==> config.mk <==
export PLATFORM = sky130hd
export DESIGN_NAME = cfg_loader
export DESIGN_NICKNAME = d
export VERILOG_FILES = /design/src/rtl/cfg_pkg.sv /design/src/rtl/cfg_frame_shifter.sv /design/src/rtl/cfg_loader.sv
export SDC_FILE = /design/constraint.sdc
export NUM_CORES = 1
export LEC_CHECK = 0
export ABC_AREA = 1
export CAP_MARGIN = 0
export CORE_ASPECT_RATIO = 0.5
export CORE_MARGIN = 1
export CORE_UTILIZATION = 43
export DETAILED_ROUTE_END_ITERATION = 12
export HOLD_SLACK_MARGIN = 0.05
export PLACE_DENSITY = 0.68
export SYNTH_ARGS = -nofsm -noshare
export SYNTH_HDL_FRONTEND = slang
export SYNTH_HIERARCHICAL = 1
export SYNTH_SLANG_ARGS = --single-unit
==> constraint.sdc <==
create_clock -name clk -period 7 [get_ports clk]
set_clock_uncertainty 0.2 [all_clocks]
set_input_delay 1.4 -clock clk [delete_from_list [all_inputs] [get_ports clk]]
set_output_delay 1.4 -clock clk [all_outputs]
set_load 0.03 [all_outputs]
==> src/rtl/cfg_pkg.sv <==
// Shared constants, tile field layout and loader state encoding.
package cfg_pkg;

  localparam int unsigned CFG_W       = 77;
  localparam int unsigned FRAME_BYTES = 10;
  localparam int unsigned FRAME_W     = FRAME_BYTES * 8;
  localparam int unsigned BYTE_CNT_W  = 4;

  // Tile field offsets within the 77-bit config word
  localparam int unsigned CLB_MSB = 76;
  localparam int unsigned CLB_LSB = 54;
  localparam int unsigned CBL_MSB = 53;
  localparam int unsigned CBL_LSB = 36;
  localparam int unsigned CTR_MSB = 35;
  localparam int unsigned CTR_LSB = 18;
  localparam int unsigned S_MSB   = 17;
  localparam int unsigned S_LSB   = 0;

  typedef enum logic [2:0] {
    IDLE,
    LOAD,
    WRITE,
    CHK,
    DONE,
    ERR
  } loader_state_e;

endpackage

==> src/rtl/cfg_frame_shifter.sv <==
// Byte-serial frame assembler: MSB-first shift register plus byte counter.
module cfg_frame_shifter
  import cfg_pkg::*;
#(
  parameter int unsigned CFG_W = cfg_pkg::CFG_W
) (
  input  logic             clk,
  input  logic             rst,
  input  logic             clear,
  input  logic             shift_en,
  input  logic [7:0]       din,
  output logic [CFG_W-1:0] cfg_bits,
  output logic             frame_full,
  output logic             pad_ok
);

  // Only the low 72 bits are kept; the frame including the incoming byte
  // is presented combinationally so the loader can latch it on the same edge.
  logic [FRAME_W-9:0]    frame;
  logic [FRAME_W-1:0]    frame_next;
  logic [BYTE_CNT_W-1:0] byte_cnt;

  // Frame as it will look after the current byte is shifted in
  always_comb begin
    frame_next = {frame, din};
    cfg_bits   = frame_next[CFG_W-1:0];
    pad_ok     = (frame_next[FRAME_W-1:CFG_W] == '0);
    frame_full = shift_en && (byte_cnt == BYTE_CNT_W'(FRAME_BYTES - 1));
  end

  // Shift register and byte counter, counter wraps after the last byte
  always_ff @(posedge clk) begin
    if (rst || clear) begin
      frame    <= '0;
      byte_cnt <= '0;
    end else if (shift_en) begin
      frame <= frame_next[FRAME_W-9:0];
      if (frame_full) byte_cnt <= '0;
      else            byte_cnt <= byte_cnt + 1'b1;
    end
  end

endmodule

==> src/rtl/cfg_loader.sv <==
// Bitstream loader: assembles per-tile config frames, strobes them onto the
// shared tile bus and verifies a trailing XOR checksum byte.
module cfg_loader
  import cfg_pkg::*;
#(
  parameter int unsigned NUM_TILES = 4,
  parameter int unsigned CFG_W     = cfg_pkg::CFG_W
) (
  input  logic                 clk,
  input  logic                 rst,
  input  logic                 start,
  input  logic [7:0]           din,
  input  logic                 din_valid,
  output logic                 din_ready,
  output logic [CFG_W-1:0]     tile_bits,
  output logic [NUM_TILES-1:0] tile_wr_en,
  output logic                 busy,
  output logic                 done,
  output logic                 err
);

  localparam int unsigned IDX_W = (NUM_TILES > 1) ? $clog2(NUM_TILES) : 1;

  loader_state_e        state, state_next;
  logic [IDX_W-1:0]     tile_idx;
  logic [7:0]           csum;
  logic                 load_accept;
  logic                 chk_accept;
  logic                 restart;
  logic                 last_tile;
  logic                 frame_full;
  logic                 pad_ok;
  logic [CFG_W-1:0]     cfg_bits;
  logic [NUM_TILES-1:0] tile_sel;

  cfg_frame_shifter #(.CFG_W(CFG_W)) u_shifter (
    .clk        (clk),
    .rst        (rst),
    .clear      (restart),
    .shift_en   (load_accept),
    .din        (din),
    .cfg_bits   (cfg_bits),
    .frame_full (frame_full),
    .pad_ok     (pad_ok)
  );

  // Next-state logic; outputs are registered from the next state so they
  // line up with the state they describe
  always_comb begin
    state_next  = state;
    load_accept = din_valid && din_ready && (state == LOAD);
    chk_accept  = din_valid && din_ready && (state == CHK);
    restart     = start && ((state == IDLE) || (state == DONE) || (state == ERR));
    last_tile   = (tile_idx == IDX_W'(NUM_TILES - 1));
    tile_sel    = '0;
    tile_sel[tile_idx] = 1'b1;
    case (state)
      IDLE, DONE, ERR: if (restart) state_next = LOAD;
      LOAD:  if (frame_full) state_next = pad_ok ? WRITE : ERR;
      WRITE: state_next = last_tile ? CHK : LOAD;
      CHK:   if (chk_accept) state_next = (din == csum) ? DONE : ERR;
      default: state_next = IDLE;
    endcase
  end

  // State, tile index, checksum and registered outputs
  always_ff @(posedge clk) begin
    if (rst) begin
      state      <= IDLE;
      tile_idx   <= '0;
      csum       <= '0;
      din_ready  <= 1'b0;
      tile_bits  <= '0;
      tile_wr_en <= '0;
      busy       <= 1'b0;
      done       <= 1'b0;
      err        <= 1'b0;
    end else begin
      state <= state_next;

      if (restart) begin
        tile_idx <= '0;
        csum     <= '0;
      end else begin
        if (load_accept) csum <= csum ^ din;
        if ((state == WRITE) && !last_tile) tile_idx <= tile_idx + 1'b1;
      end

      din_ready <= (state_next == LOAD) || (state_next == CHK);
      busy      <= (state_next == LOAD) || (state_next == WRITE) || (state_next == CHK);
      done      <= (state_next == DONE);
      err       <= (state_next == ERR);

      if (state_next == WRITE) begin
        tile_bits  <= cfg_bits;
        tile_wr_en <= tile_sel;
      end else begin
        tile_wr_en <= '0;
      end
    end
  end

endmodule

==> key figures <==
Drt
  – DRC viols: 0
  – Detail Route Antenna Nets: 0
  – Initial DRC count: 470
  – Vias per cell: 4.715
  – Routed len/inst: 12.89 um
  – Via count: around 5300
  – Final wirelength: around 15 mm
  – Pre-antenna DRT Iters: 5

Global routing
  – Global-route wire length before repair: 24.25 mm
  – Total GRT Usage: 0.1776
  – Vias in the first global route: just under 5000
  – Largest net degree at the start of global routing: 90
  – Grt ovf: 0
  – Initial antenna violation count: 0

Floorplan
  – FP Rows: 32
  – Initial Utilization: 0.4498
  – Die ar.: 17010 um^2
  – CORE AREA: 15740 um^2
  – Die width: 183.4 um
  – Die H: about 90 um
  – I/O pin count: just under 100

Logic synthesis
  – Syn_nets: around 900
  – Synth Flop Type: dfxtp_1
  – Post-synthesis simple-gate area fraction: 0.2296
  – Post-synth top area share: 0.4921
  – Synth area leader: dfxtp_1
  – Syn avg cell area: approximately 8 um^2
  – Largest family of logic cells by synthesized area: simple AND/OR/NAND/NOR gates
  – Mapped Cells: roughly 910
  – Synth Area in Compound Gates: 0.1191
  – EDFF count, synth: 0
  – Post-Syn Area: 7078 um^2
  – Flops & latches, synth: around 170
  – Most frequent cells after synthesis: 285 x nor2_1, 174 x dfxtp_1, 154 x o21ai_0
  – Sequential-to-total area share from yosys stat: 0.4921
  – Top-count cell post-synth: nor2_1
  – Share of async-settable or async-resettable flops after synthesis: 0
  – Synth Area in XOR/XNOR: 0.003712
  – Synth area leaders: dfxtp_1 49%, nor2_1 15%, o21ai_0 11%, buf_4 8.3%, nor2_2 3.6%
  – Cell variety after synth: 25
  – YS warnings: 6
  – Multiplexer share of the synthesized area: 0
  – Adder-Cell Fraction of Synth Area: 0.01061

CTS
  – Clk root buf: clkbuf_16
  – # Post-CTS Setup Buffers: 0
  – Clock sinks: roughly 170
  – Worst-Skew Late Latency: around 0.41 ns
  – Post-CTS Hold Buffers: 0
  – Clock-pin slew on the worst setup and hold paths: approximately 0.07 ns
  – CTS tree: done
  – CTS resizes: 0
  – Htree depth: 4
  – CTS Buf Count: 17
  – CTS Buffer Depth: 2

Setup path
  – Max stage delay cell, worst path: nor2_8
  – Worst r2r path cells: 14
  – Worst EP arrival: ~4.6 ns
  – Delay of the slowest critical-path stage: a little over 0.7 ns
  – Reg2reg end: tile_bits[8]$_SDFFE_PP0N_
  – CP Capture Type: flop
  – Crit Path Max Fanout: 81
  – Crit Reg-Reg Startpoint: state[0]$_SDFF_PP0_
  – Worst-path cell chain: clkdlybuf4s50_1 > nand2_1 > inv_1 > nand2_2 > inv_2 > nand4_1 > inv_1 > nand2_1 > nor2_8 > inv_2 > buf_4 > nor2_2 > nor2_1
  – CP startpoint kind: input port
  – Required time of the critical path: approximately 7 ns
  – R2R Setup Slk: ~3.4 ns
  – Crit path kind: input port to flop

STA
  – Fmax: ~0.22 GHz
  – Hold slack final: about 0.28 ns
  – Final Hold Vio Count: 0
  – Slew of the pin with the lowest slew margin: 1.080 ns
  – Setup tns final: 0 ns
  – Final critical-path required period: ~4.5 ns
  – Slew Viols, Final: 0
  – Final setup fails: 0
  – Slew Limit Headroom: 0.2797
  – RSZ-0062 raised after global routing: false
  – Period utilization: 0.6379

Hold path
  – Worst Hold Class: flop to flop
  – Hold depth: 2
  – Worst hold start: csum[6]$_SDFFE_PP0P_
  – Hold Path Sink: csum[6]$_SDFFE_PP0P_

Status
  – Status: complete, no violations

Pwr
  – Power Density: between 200 and 300 nW/um^2
  – Leak pwr: 0.003691 uW
  – Worst vdd ir: approximately 0.21 mV
  – Total chip power: a little over 2000 uW

Placed design
  – Hpwl dp: around 9 mm
  – IO Port Bufs: between 90 and 100
  – GPL Wtd Cong: between 0.7 and 0.8

Finish
  – Final net count: about 920
  – Antenna Cells: 0
  – Fill cells: roughly 1500
  – Share of cells above drive strength 1: 0.09660
  – Synthesis-to-layout area growth: 13.93%
  – Fin util: 0.5125

Run
  – Max Cap Viol: 0
[how the worst max path moves through the flow]
stage / slack [ns] / to / start
2_1_floorplan: 3.74 / tile_bits[0]$_SDFFE_PP0N_ / din_valid
3_3_place_gp: 2.10 / tile_bits[10]$_SDFFE_PP0N_ / din_valid
3_5_place_dp: 2.01 / tile_bits[30]$_SDFFE_PP0N_ / din_valid
4_1_cts: 2.44 / tile_bits[10]$_SDFFE_PP0N_ / din_valid
5_1_grt: 2.16 / tile_bits[35]$_SDFFE_PP0N_ / din_valid
6_report: 2.53 / tile_bits[8]$_SDFFE_PP0N_ / din_valid
[final cells by class]
class,count,area (um^2),area share
clock buffer,17,425.4,0.05275
multi-input combinational,568,2575,0.3193
inverter,37,138.9,0.01722
timing repair buffer,100,991.0,0.1229
tap,221,276.5,0.03429
sequential,174,3483,0.4320
clock inverter,15,173.9,0.02157
[through the flow]
step / cells / cell area [um^2] / worst slack [ns]
after floorplan: 905 / 7078 / 3.742
after global placement: 1100 / 7465 / 2.096
after detailed placement: 1100 / 7465 / 2.007
after CTS: 1132 / 8064 / 2.445
after global routing: 1132 / 8064 / 2.163
final: 1132 / 8064 / 2.535
[sequential cells by signal, summed over array words and instances, names as in the netlist]
signal              flops
busy                    1
csum                    8
tile_idx                2
din_ready               1
u_shifter/byte_cnt      4
tile_wr_en              4
err                     1
done                    1
tile_bits              77
u_shifter/frame        72
state                   3
[where the power goes]
part | switching [uW] | internal [uW]
clock network | 433 | 510
logic | 45.5 | 20.7
registers | 7.74 | 999
total | 486 | 1530
[placed cells by master (no fill, tap or decap)]
cell,instances
clkdlybuf4s50_1,96
inv_2,5
or2_2,1
nor2_4,2
nor2_1,285
a21oi_1,9
nand3_1,7
clkinv_4,5
inv_8,4
nand3b_1,1
dfxtp_1,174
buf_4,4
nor2_2,40
clkinv_8,2
nor3_1,4
o21ai_0,154
nand2_1,48
o21ai_1,3
nor2_8,1
nand4_1,1
nand2_2,2
xor2_1,3
clkinv_2,1
a211oi_2,1
clkbuf_16,17
inv_1,32
ha_1,6
inv_6,2
bufinv_16,1
[routing by layer]
layer  routed length (um)  global-route usage
met1                 7670              0.2587
met2                 6231              0.2579
met3                  565             0.03854
met4                  128             0.05625
met5                    0                   0
[kinds of logic after synthesis]
family / count (synthesis)
AND/OR/NAND/NOR: 392
AO/OA/AOI/OAI: 167
XOR/XNOR: 3
buffers and inverters: 163
flip-flops: 174
adder cells (fa/ha/maj): 6
[worst max-delay path: cells and delay by family]
family / cells / cell delay (ns)
and+or+nand+nor: 7 / 1.40
buffers and inverters: 6 / 1.76
Power figures use the tool's default switching activity.
